$ cat src/rtl/booth_mul_arbiter.sv
// Round-robin front end that time-shares one sequential signed Booth multiplier core
// among NUM_REQ requesters, with a watchdog on the core's done pulse.
//
// Handshakes: req_ready[g] is a one-cycle accept pulse raised only in IDLE, and only while
// req_valid[g] is high. rsp_valid stays high, with id/product/err frozen, until the
// cycle rsp_ready is sampled high. mul_start is a one-cycle strobe. mul_done counts only
// while the core is being waited on.
module booth_mul_arbiter #(
    parameter int NUM_REQ = 4,
    parameter int WIDTH   = 16,
    parameter int TIMEOUT = 64
) (
    input  logic                         clk,
    input  logic                         rst,
    input  logic [NUM_REQ-1:0]           req_valid,
    output logic [NUM_REQ-1:0]           req_ready,
    input  logic [NUM_REQ*WIDTH-1:0]     req_m,
    input  logic [NUM_REQ*WIDTH-1:0]     req_q,
    output logic                         rsp_valid,
    input  logic                         rsp_ready,
    output logic [$clog2(NUM_REQ)-1:0]   rsp_id,
    output logic [2*WIDTH-1:0]           rsp_product,
    output logic                         rsp_err,
    output logic                         mul_start,
    output logic [WIDTH-1:0]             mul_m,
    output logic [WIDTH-1:0]             mul_q,
    input  logic                         mul_done,
    input  logic [2*WIDTH-1:0]           mul_product,
    output logic [1:0]                   dbg_state
);

    localparam int IDW = $clog2(NUM_REQ);
    localparam int WDW = $clog2(TIMEOUT) + 1;

    typedef enum logic [1:0] {
        S_IDLE  = 2'd0,
        S_ISSUE = 2'd1,
        S_WAIT  = 2'd2,
        S_RESP  = 2'd3
    } state_t;

    state_t               r_state;
    state_t               w_next;
    logic [IDW-1:0]       r_rr_ptr;
    logic [WDW-1:0]       r_wd_cnt;
    logic [WDW-1:0]       w_wd_inc;
    logic                 w_timeout;
    logic [IDW-1:0]       r_rsp_id;
    logic [2*WIDTH-1:0]   r_rsp_product;
    logic                 r_rsp_err;
    logic [WIDTH-1:0]     r_mul_m;
    logic [WIDTH-1:0]     r_mul_q;
    logic                 w_any;
    logic [IDW-1:0]       w_gnt;
    logic [IDW-1:0]       w_idx;
    logic [WIDTH-1:0]     w_sel_m;
    logic [WIDTH-1:0]     w_sel_q;

    // Cyclic scan starting at r_rr_ptr; the first valid requester found wins.
    always_comb begin
        w_any = 1'b0;
        w_gnt = '0;
        w_idx = '0;
        for (int i = 0; i < NUM_REQ; i++) begin
            w_idx = IDW'((int'(r_rr_ptr) + i) % NUM_REQ);
            if (!w_any && req_valid[w_idx]) begin
                w_any = 1'b1;
                w_gnt = w_idx;
            end
        end
    end

    always_comb begin
        w_sel_m = '0;
        w_sel_q = '0;
        for (int j = 0; j < NUM_REQ; j++) begin
            if (w_gnt == IDW'(j)) begin
                w_sel_m = req_m[j*WIDTH +: WIDTH];
                w_sel_q = req_q[j*WIDTH +: WIDTH];
            end
        end
    end

    always_comb begin
        req_ready = '0;
        if (r_state == S_IDLE && w_any) begin
            req_ready[w_gnt] = 1'b1;
        end
    end

    // The watchdog compares the post-increment count, so the abort lands
    // exactly TIMEOUT cycles after the start pulse.
    assign w_wd_inc  = r_wd_cnt + 1'b1;
    assign w_timeout = (w_wd_inc == WDW'(TIMEOUT - 1));

    always_ff @(posedge clk or negedge rst) begin
        if (!rst) begin
            r_state <= S_IDLE;
        end else begin
            r_state <= w_next;
        end
    end

    always_comb begin
        w_next = r_state;
        case (r_state)
            S_IDLE:  if (w_any) w_next = S_ISSUE;
            S_ISSUE: w_next = S_WAIT;
            S_WAIT:  if (mul_done || w_timeout) w_next = S_RESP;
            S_RESP:  if (rsp_ready) w_next = S_IDLE;
            default: w_next = S_IDLE;
        endcase
    end

    always_ff @(posedge clk or negedge rst) begin
        if (!rst) begin
            r_rr_ptr      <= '0;
            r_wd_cnt      <= '0;
            r_rsp_id      <= '0;
            r_rsp_product <= '0;
            r_rsp_err     <= 1'b0;
            r_mul_m       <= '0;
            r_mul_q       <= '0;
        end else begin
            case (r_state)
                S_IDLE: begin
                    if (w_any) begin
                        r_mul_m  <= w_sel_m;
                        r_mul_q  <= w_sel_q;
                        r_rsp_id <= w_gnt;
                    end
                end
                S_ISSUE: r_wd_cnt <= '0;
                S_WAIT: begin
                    r_wd_cnt <= w_wd_inc;
                    if (mul_done) begin
                        r_rsp_product <= mul_product;
                        r_rsp_err     <= 1'b0;
                    end else if (w_timeout) begin
                        r_rsp_product <= '0;
                        r_rsp_err     <= 1'b1;
                    end
                end
                S_RESP: begin
                    if (rsp_ready) begin
                        r_rr_ptr <= (r_rsp_id == IDW'(NUM_REQ - 1)) ? '0 : r_rsp_id + 1'b1;
                    end
                end
                default: ;
            endcase
        end
    end

    assign mul_start   = (r_state == S_ISSUE);
    assign rsp_valid   = (r_state == S_RESP);
    assign rsp_id      = r_rsp_id;
    assign rsp_product = r_rsp_product;
    assign rsp_err     = r_rsp_err;
    assign mul_m       = r_mul_m;
    assign mul_q       = r_mul_q;
    assign dbg_state   = r_state;

endmodule

$ cat config.mk
export PLATFORM = sky130hd
export DESIGN_NAME = booth_mul_arbiter
export DESIGN_NICKNAME = d
export VERILOG_FILES = /design/src/rtl/booth_mul_arbiter.sv
export SDC_FILE = /design/constraint.sdc
export NUM_CORES = 1
export LEC_CHECK = 0
export ABC_CLOCK_PERIOD_IN_PS = 2250
export CELL_PAD_IN_SITES_DETAIL_PLACEMENT = 0
export CELL_PAD_IN_SITES_GLOBAL_PLACEMENT = 1
export CORE_ASPECT_RATIO = 0.5
export CORE_UTILIZATION = 25
export DETAILED_ROUTE_END_ITERATION = 8
export PLACE_DENSITY_LB_ADDON = 0.25
export SLEW_MARGIN = 0
export SYNTH_ARGS = -nofsm -noshare
export SYNTH_HDL_FRONTEND = slang
export SYNTH_SLANG_ARGS = --single-unit
$ cat constraint.sdc
create_clock -name clk -period 2.25 [get_ports clk]
set_input_delay 0.45 -clock clk [delete_from_list [all_inputs] [get_ports clk]]
set_output_delay 0.45 -clock clk [all_outputs]
set_load 0.05 [all_outputs]
Word level (Yosys, flattened, before mapping)
Cells that the tools add are included.
{"block": "classes", "add_sub_neg": 5, "multipliers": 0, "n_div": 0, "order_cmp": 6, "n_eq_ne": 11, "shift": 0, "n_mux": 37, "bitwise": 0, "n_reduce_logical": 17}
{"op": "$mux 16", "count": 8}
{"op": "$mux 32", "count": 2}
{"op": "$mux 2", "count": 8}
{"op": "$lt 2x3->1 const B", "count": 5}
{"op": "$pmux 7 s2", "count": 1}
{"op": "$mux 1", "count": 11}
{"op": "$eq 2x2->1 const B", "count": 5}
{"op": "$bmux 1 s2", "count": 4}
{"op": "$pmux 2 s4", "count": 1}
{"op": "$add 7x1->7 const B", "count": 1}
{"op": "$eq 7x6->1 const B", "count": 1}
{"op": "$reduce_and 2->1", "count": 3}
{"op": "$logic_and 1x1->1", "count": 5}
{"op": "$add 2x1->2 const B", "count": 2}
{"op": "$add 2x2->2 const B", "count": 2}
{"op": "$eq 2x1->1 const B", "count": 2}
{"op": "$logic_not 2->1", "count": 2}
{"op": "$mux 4", "count": 1}
{"op": "$ne 2x2->1 const B", "count": 2}
{"op": "$reduce_bool 2->1", "count": 2}
{"op": "$logic_not 1->1", "count": 3}
{"op": "$reduce_and 3->1", "count": 1}
{"op": "$demux 1 s2", "count": 1}
{"op": "$ge 2x1->1 const B", "count": 1}
{"op": "other kinds (2)", "count": 2}
{"block": "totals", "reg_bits": 78, "latchBits": 0, "ramBits": 0, "mem_bits_ro": 0, "in_bits": 168, "out_inout_bits": 75, "word_cells": 84, "n_memories": 0}

Logic depth before layout (Yosys ltp)
Gate-level depths: netlist (run 1).
{"block": "logic_depth", "depth_word": 17, "mapped_depth": 8, "ltp_nobuf": 7}

Worst setup path before layout (run 1)
OpenSTA, ideal clock, no wires.
{"block": "synth_timing", "path_type": "register to output", "from": "reg r_state[0] (netlist: dbg_state[0])", "to": "out req_ready[3]", "t_arrival_ns": 2.802, "required_time_ns": 1.800, "slack_ns": -1.002, "path_stages_with_launch": 7, "path_buffers": 2, "cell_sequence": "dfrtp_1 -> inv_1 -> ha_1 -> nand2b_1 -> clkbuf_1 -> clkbuf_1 -> nor4_1"}
{"block": "synth_via", "elab_chain_len": 3}
{"element": "start: declaration", "line": "42", "text": "state_t r_state;"}
{"element": "start signal: assignment", "line": "100", "text": "r_state <= w_next;"}
{"element": "$logic_not 2->1", "line": "86", "text": "if (r_state == S_IDLE && w_any) begin"}
{"element": "$logic_and 1x1->1", "line": "86"}
{"element": "$mux 4", "line": "86"}
{"element": "end: declaration", "line": "16", "text": "output logic [NUM_REQ-1:0] req_ready,"}
No other way between the ends.

Worst setup path in the final report (run 1)
{"block": "layout_timing", "from": "reg r_rr_ptr[1]", "to": "out req_ready[0]"}
{"block": "layout_via", "elab_chain_len": 17, "word_cells_on_any_way": 32, "classes_between": "add/sub: 3; order compare: 2; mux: 19; reduce/logical: 8"}
{"element": "start: declaration", "line": "44", "text": "logic [IDW-1:0] r_rr_ptr;"}
{"element": "start signal: assignment", "line": "146", "text": "r_rr_ptr <= (r_rsp_id == IDW'(NUM_REQ - 1)) ? '0 : r_rsp_id + 1'b1;"}
{"element": "branches (longest 16 deep; another with $lt 2x3->1)"}
{"element": "$mux 4 *", "line": "86"}
Every way passes the cells marked *. The select of a mux whose other input is x is not followed.

==> results of run 1 <==
## routing by layer
layer,GRT usage (%),vias up
met5,0,-
met4,2.85,0
met3,3.77,11
met2,29.2,113
met1,18.7,1875
li1,-,1886
## timing repair
| action | CTS | global route |
|---|---|---|
| buffers inserted | 5 | 3 |
| pin swaps | 4 | 4 |
| hold buffers | 0 | 0 |
| cloned | 0 | 2 |
| resized for setup | 19 | 6 |
| setup endpoints to repair | 19 | 26 |
## cells by family (layout without fill, tap and decap cells)
family,after synthesis,in the layout,synth area share (%)
adder cells (fa/ha/maj),7,7,2.19
buffers and inverters,35,320,4.38
XOR/XNOR,1,1,0.219
multiplexers,68,68,18.1
flip-flops,78,78,48.8
AO/OA/AOI/OAI,119,119,20.9
AND/OR/NAND/NOR,42,42,5.38
## flip-flops by register name, indices dropped and copies added, names as in the netlist
name and cells:
rsp_id 2, rsp_err 1, mul_q 16, dbg_state 2, rsp_product 32, r_wd_cnt 7, r_rr_ptr 2, mul_m 16
## synthesized netlist by cell type, types with 5 or more instances
library cell	n	area, um2
a21oi_1	15	75.1
a22o_1	30	263
a22oi_1	20	150
buf_2	5	25.0
clkbuf_1	14	52.6
dfrtp_1	78	1950
ha_1	7	87.6
inv_1	9	33.8
mux2_2	35	394
mux2i_1	33	330
nand2_1	15	56.3
nand3_1	5	25.0
o21ai_0	25	125
o22ai_1	13	81.3
## worst min path at each step
stage	end	slack, ns	depth (start not counted)
detailed placement	mul_q[15]	0.40	1
CTS	mul_q[15]	0.04	1
floorplan	dbg_state[0]	0.15	0
finish	mul_q[15]	0.04	1
global route	mul_q[15]	0.05	1
global placement	mul_q[15]	0.40	1
## metrics by stage
step	worst slack [ns]	instances	instance area (um2)
6_report	-0.0626	839	7480
5_1_grt	-0.134	839	7480
4_1_cts	-0.110	834	7390
3_5_place_dp	-0.401	813	7000
3_3_place_gp	-0.355	813	7000
2_1_floorplan	-0.000740	350	4090
## placed cells by master, fill, tap and decap left out, types with 2 or more instances in the layout
cell type	netlist	final
mux2_2	35	34
inv_2	0	2
nor3_4	0	2
o22ai_1	13	13
dlygate4sd2_1	0	4
clkbuf_16	0	11
ha_1	7	5
a22o_2	2	2
clkdlybuf4s50_1	0	231
o21a_1	2	2
nor2b_1	4	3
inv_1	9	7
buf_12	0	6
buf_6	3	7
nor2_1	4	3
dfrtp_1	78	75
dfrtp_2	0	3
inv_6	0	5
o31ai_1	3	3
nor3_1	4	2
o21ai_0	25	25
mux2i_1	33	33
nand3_1	5	5
buf_4	4	43
nand2_1	15	15
a22oi_1	20	20
a21oi_1	15	15
buf_8	0	2
a22o_1	30	30
inv_8	0	2
## power by group through the flow
stage               Clock, uW  Combinational [uW]  Sequential (uW)
finish                   1440                6700             2420
global route             1540                7080             2510
CTS                      1480                6670             2430
detailed placement          0                6550             2430
global placement            0                6520             2430
floorplan                   0                2130             4440
## layout make-up
class / count / share of cell area (%)
clock buffers: 9 / 3.01
clock inverters: 7 / 0.886
inverters: 9 / 0.452
multi-input cells: 237 / 26.7
flip-flops and latches: 78 / 26.1
well taps: 204 / 3.41
repair buffers: 295 / 39.4
## critical path: cells and delay by family, from the launching register on
kind                   cells  cell delay (ns)
AND/OR/NAND/NOR            1             0.14
buffers and inverters      2             0.29
flip-flops                 1             0.45
AO/OA/AOI/OAI              1             0.32
multiplexers               1             0.32
==> impl_results.md, run 1 <==
* Post-synth EDFFs at 0
* Critical path endpoint: req_ready[0]
* Worst slew pin tran at 0.554 ns
* CP max stage delay at 0.45 ns
* R2R cell count at 8
* Fill count at 1438
* Most common flop cell mapped by yosys: dfrtp_1
* Worst Clk Skew at 0.0116 ns
* Global-route wire length before repair at 20.8 mm
* Die area at 16500 um2
* CP Capture Type: primary output
* Sw frac at 46.8%
* Top Metal Used: met4
* Area Overhead vs Synth at 87.2%
* Comb pwr share at 63.5%
* Outcome: finished with violations
* Area of the multi-input gates at 2000 um2
* Reg-to-reg startpoint: r_wd_cnt[0]
* GP Congestion at 0.774
* Final nets at 805
* Vias in the first global route at 4016
* Flop-to-flop setup slack at 0.03 ns
* Sequential share of the synthesized area at 48.8%
* Final setup fails at 2
* CTS tree: yes
* Row count at 32
* IO Port Bufs at 242
* Drt total wl at 13.3 mm
* Vias/cell at 4.63
* Total number of vias at 3885
* Fin worst setup slack at -0.0626 ns
* Critical path type: register to primary output
* Core Box Area at 15500 um2
* Drt pass-1 iters at 4
* Asr flop ratio synth at 100%
* Synth Register Bits at 78
* CTS H-Tree Depth at 3
* Core Util, Final at 48.3%
* Critical Path Fanout Max at 6
* Seq pwr share at 22.9%
* Startpoint Class: register
* Clock power frac at 13.6%
* Die H at 91.4 um
* WP data arrival at 1.86 ns
* Worst-path clk slew at 0.07 ns
* Max-cap viol count at 0
* Register area at 1960 um2
* FMAX at 432 MHz
* Overall Global Routing Usage at 15.8%
* Static leakage at 0.00321 uW
* Switching power at 4940 uW
* Final Hold Fails at 0
* Post-Syn Area at 4000 um2
* Slew Viols, Final at 0
* Clock Root Buffer: clkbuf_16
* Starting Density at 25.8%
* Clk buf depth at 2
* Post-DP HPWL at 10.2 mm
* Reg-to-reg endpoint: rsp_product[16]
* Detailed Route Iter0 Violations at 148
* Ports at 243
* Mapped Cells at 350
* N_diodes at 0
* Inserted Clock Buffers at 9
* Setup TNS at -0.103 ns
* Cell variety after synth at 40
* Period minus WS final at 2.31 ns
* CP Launch Point: r_rr_ptr[1]
* Total grt overflow at 0
* WL/cell at 15.8 um
* Hold WS at 0.0390 ns
* Slew headroom at 62.9%
* Syn Nets at 525
* Failing checks: negative setup slack
* Largest net degree at the start of global routing at 33
* Maximum vdd drop at 690 uV
* YS warnings at 0
* Int Pwr at 5620 uW
* RSZ-0062 raised after global routing: yes
* DRC at 0
* Crit-path slowest cell: dfrtp_2
* Share of post-route cells with drive strength above 1 at 21.3%
* Sink Count at 78
* WL met3 at 681 um
* Tcrit/Tclk final at 103%
* Worst-path cell chain: mux2_4, o221ai_4, buf_6, nor2b_4, buf_12
* Final ANT Viol Nets at 0
* Met2 Wirelength at 6.86 mm
* Clock latency at the later pin of the worst-skew pair at 0.34 ns
* Post-route met1 wirelength at 5.61 mm
* Worst Hold Class: input port to asynchronous set/reset pin
* Critical Path RT at 1.80 ns
* Avg Synthesized Cell Area at 11.4 um2
* Die X at 181 um
* Power Density at 1410 nW/um2
* Initial antenna violation count at 0
* Power, Total at 10600 uW
Note: power is estimated with default switching activity, not from simulation.
==> run 2, diff against run 1 <==
==> constraint.sdc (replaced) <==
create_clock -name clk -period 2.25 [get_ports clk]
set_input_delay 0.3375 -clock clk [delete_from_list [all_inputs] [get_ports clk]]
set_output_delay 0.3375 -clock clk [all_outputs]
set_load 0.05 [all_outputs]
==> impl_results.md, run 2 (synthesized netlist as in run 1, its figures left out) <==
* Power Density at 1420 nW/um2 (+0.47%)
* FMAX at 451 MHz (+4.2%)
* Post-DP HPWL at 10.1 mm (-0.87%)
* Largest net degree at the start of global routing at 34 (+3.0%)
* Row count at 32 (unchanged)
* DRC at 0 (unchanged)
* R2R cell count at 7 (-1)
* Comb pwr share at 62.9% (-0.6 points)
* Drt pass-1 iters at 4 (unchanged)
* Most common cell after layout, fill and taps aside: clkdlybuf4s50_1
* CP Capture Type: primary output
* Int Pwr at 5530 uW (-1.6%)
* Initial antenna violation count at 0 (unchanged)
* Drt total wl at 13.4 mm (+1.2%)
* Core Util, Final at 47.7% (-0.58 points)
* Share of post-route cells with drive strength above 1 at 19.9% (-1.4 points)
* Ports at 243 (unchanged)
* Clock Root Buffer: clkbuf_16
* Slew Viols, Final at 0 (unchanged)
* Critical path type: input port to primary output
* Reg-to-reg startpoint: r_rr_ptr[0]
* Global-route wire length before repair at 21.3 mm (+2.5%)
* Clock latency at the later pin of the worst-skew pair at 0.35 ns (about the same)
* Die area at 16500 um2 (unchanged)
* Vias/cell at 4.65 (+0.37%)
* Static leakage at 0.00317 uW (-1.2%)
* Final ANT Viol Nets at 0 (unchanged)
* Core Box Area at 15500 um2 (unchanged)
* CTS tree: yes
* Final setup fails at 0 (-2)
* Area Overhead vs Synth at 84.9%
* Flop-to-flop setup slack at 0.10 ns (+0.07 ns)
* Slew headroom at 62.8% (-0.11 points)
* Outcome: complete, no violations
* Inserted Clock Buffers at 9 (unchanged)
* Critical Path Fanout Max at 3 (-3)
* Die H at 91.4 um (unchanged)
* Starting Density at 25.8% (unchanged)
* WL/cell at 16.1 um (+2.1%)
* Detailed Route Iter0 Violations at 159 (+7.4%)
* Reg-to-reg endpoint: mul_q[10]
* Most frequent cells in the layout: clkdlybuf4s50_1, dfrtp_1, buf_4, mux2_2, mux2i_1
* Max reg flops at 32 (unchanged)
* GP Congestion at 0.793 (+2.4%)
* Critical Path RT at 1.91 ns (+0.11 ns)
* CTS H-Tree Depth at 3 (unchanged)
* Worst Hold Class: input port to asynchronous set/reset pin
* Period minus WS final at 2.22 ns (-0.0940 ns)
* N_diodes at 0 (unchanged)
* Final cell count without fillers at 832 (-0.83%)
* Tcrit/Tclk final at 98.6% (-4.2 points)
* Sink Count at 78 (unchanged)
* Worst slew pin tran at 0.556 ns (+0.00171 ns)
* Final nets at 798 (-0.87%)
* Maximum vdd drop at 746 uV (+8.0%)
* Overall Global Routing Usage at 16.4% (+0.59 points)
* Clock power frac at 14.1% (+0.5 points)
* Startpoint Class: input port
* Switching power at 4950 uW (+0.21%)
* Hold WS at 0.476 ns (+0.437 ns)
* Worst-path clk slew at 0.06 ns (about the same)
* IO Port Bufs at 242 (unchanged)
* Die X at 181 um (unchanged)
* Max-cap viol count at 0 (unchanged)
* Total grt overflow at 0 (unchanged)
* RSZ-0062 raised after global routing: yes
* Clk buf depth at 2 (unchanged)
* Total number of vias at 3867 (-0.46%)
* # placed instances at 809 (-0.49%)
* Worst Clk Skew at 0.00921 ns (-0.00244 ns)
* Sw frac at 47.2% (+0.45 points)
* WP data arrival at 1.88 ns (+0.02 ns)
* Fin area at 7390 um2 (-1.2%)
* Vias in the first global route at 4041 (+0.62%)
* Seq pwr share at 23.0% (about the same)
* Placed instance area at 6960 um2 (-0.52%)
* Final Hold Fails at 0 (unchanged)
[run 2: stage by stage]
step / setup WS [ns] / power [uW] / setup TNS (ns)
floorplan: -0.0477 / 6470 / -0.0477
global placement: -0.189 / 8890 / -4.72
detailed placement: -0.228 / 8940 / -5.91
CTS: -0.0231 / 10600 / -0.0459
global route: -0.0250 / 11000 / -0.0351
finish: 0.0314 / 10500 / 0
[run 2: worst max path at each step]
stage | to | cells past startpoint | slack (ns) | from
2_1_floorplan | req_ready[3] | 6 | -0.05 | dbg_state[0]
3_3_place_gp | mul_m[14] | 7 | -0.19 | req_valid[0]
3_5_place_dp | mul_m[11] | 7 | -0.23 | req_valid[0]
4_1_cts | req_ready[1] | 7 | -0.02 | req_valid[2]
5_1_grt | req_ready[3] | 7 | -0.03 | req_valid[2]
6_report | req_ready[3] | 7 | 0.03 | req_valid[2]
[run 2: area by class of cell]
| cell class | instances | area (um2) |
|---|---|---|
| clock buffer | 9 | 225 |
| clock inverter | 7 | 71.3 |
| fill | 1445 | 8100 |
| inverter | 9 | 33.8 |
| multi-input combinational | 237 | 1980 |
| sequential | 78 | 1950 |
| tap | 204 | 255 |
| timing repair buffer | 288 | 2880 |
[run 2: power groups by stage]
stage          Clock (uW)  Combinational [uW]  Sequential, uW
2_1_floorplan           0                2040            4430
3_3_place_gp            0                6470            2420
3_5_place_dp            0                6510            2430
4_1_cts              1520                6640            2420
5_1_grt              1570                6950            2510
6_report             1470                6590            2410
[run 2: worst max-delay path, cell delays in order]
cell and delay, ns:
clkdlybuf4s50_1 0.52, nor2b_2 0.18, a311oi_2 0.06, buf_4 0.17
buf_4 0.13, nor4_4 0.27, buf_6 0.20
[run 2: metal layers]
| layer | part of all wire (%) | global-route usage (%) | wire (um) |
|---|---|---|---|
| met3 | 4.9 | 4.13 | 656 |
| met5 | 0 | 0 | 0 |
| met4 | 0.89 | 4.49 | 120 |
| met2 | 52 | 29.5 | 6920 |
| met1 | 43 | 19.3 | 5720 |
[run 2: repair_timing]
| action | CTS | global route |
|---|---|---|
| gates resized for setup | 4 | 12 |
| gates cloned | 1 | 0 |
| setup buffers | 5 | 0 |
| setup endpoints to repair | 4 | 61 |
| pin swaps | 1 | 1 |
| hold buffers | 1 | 0 |
| endpoints found under the hold margin | 29 | 0 |
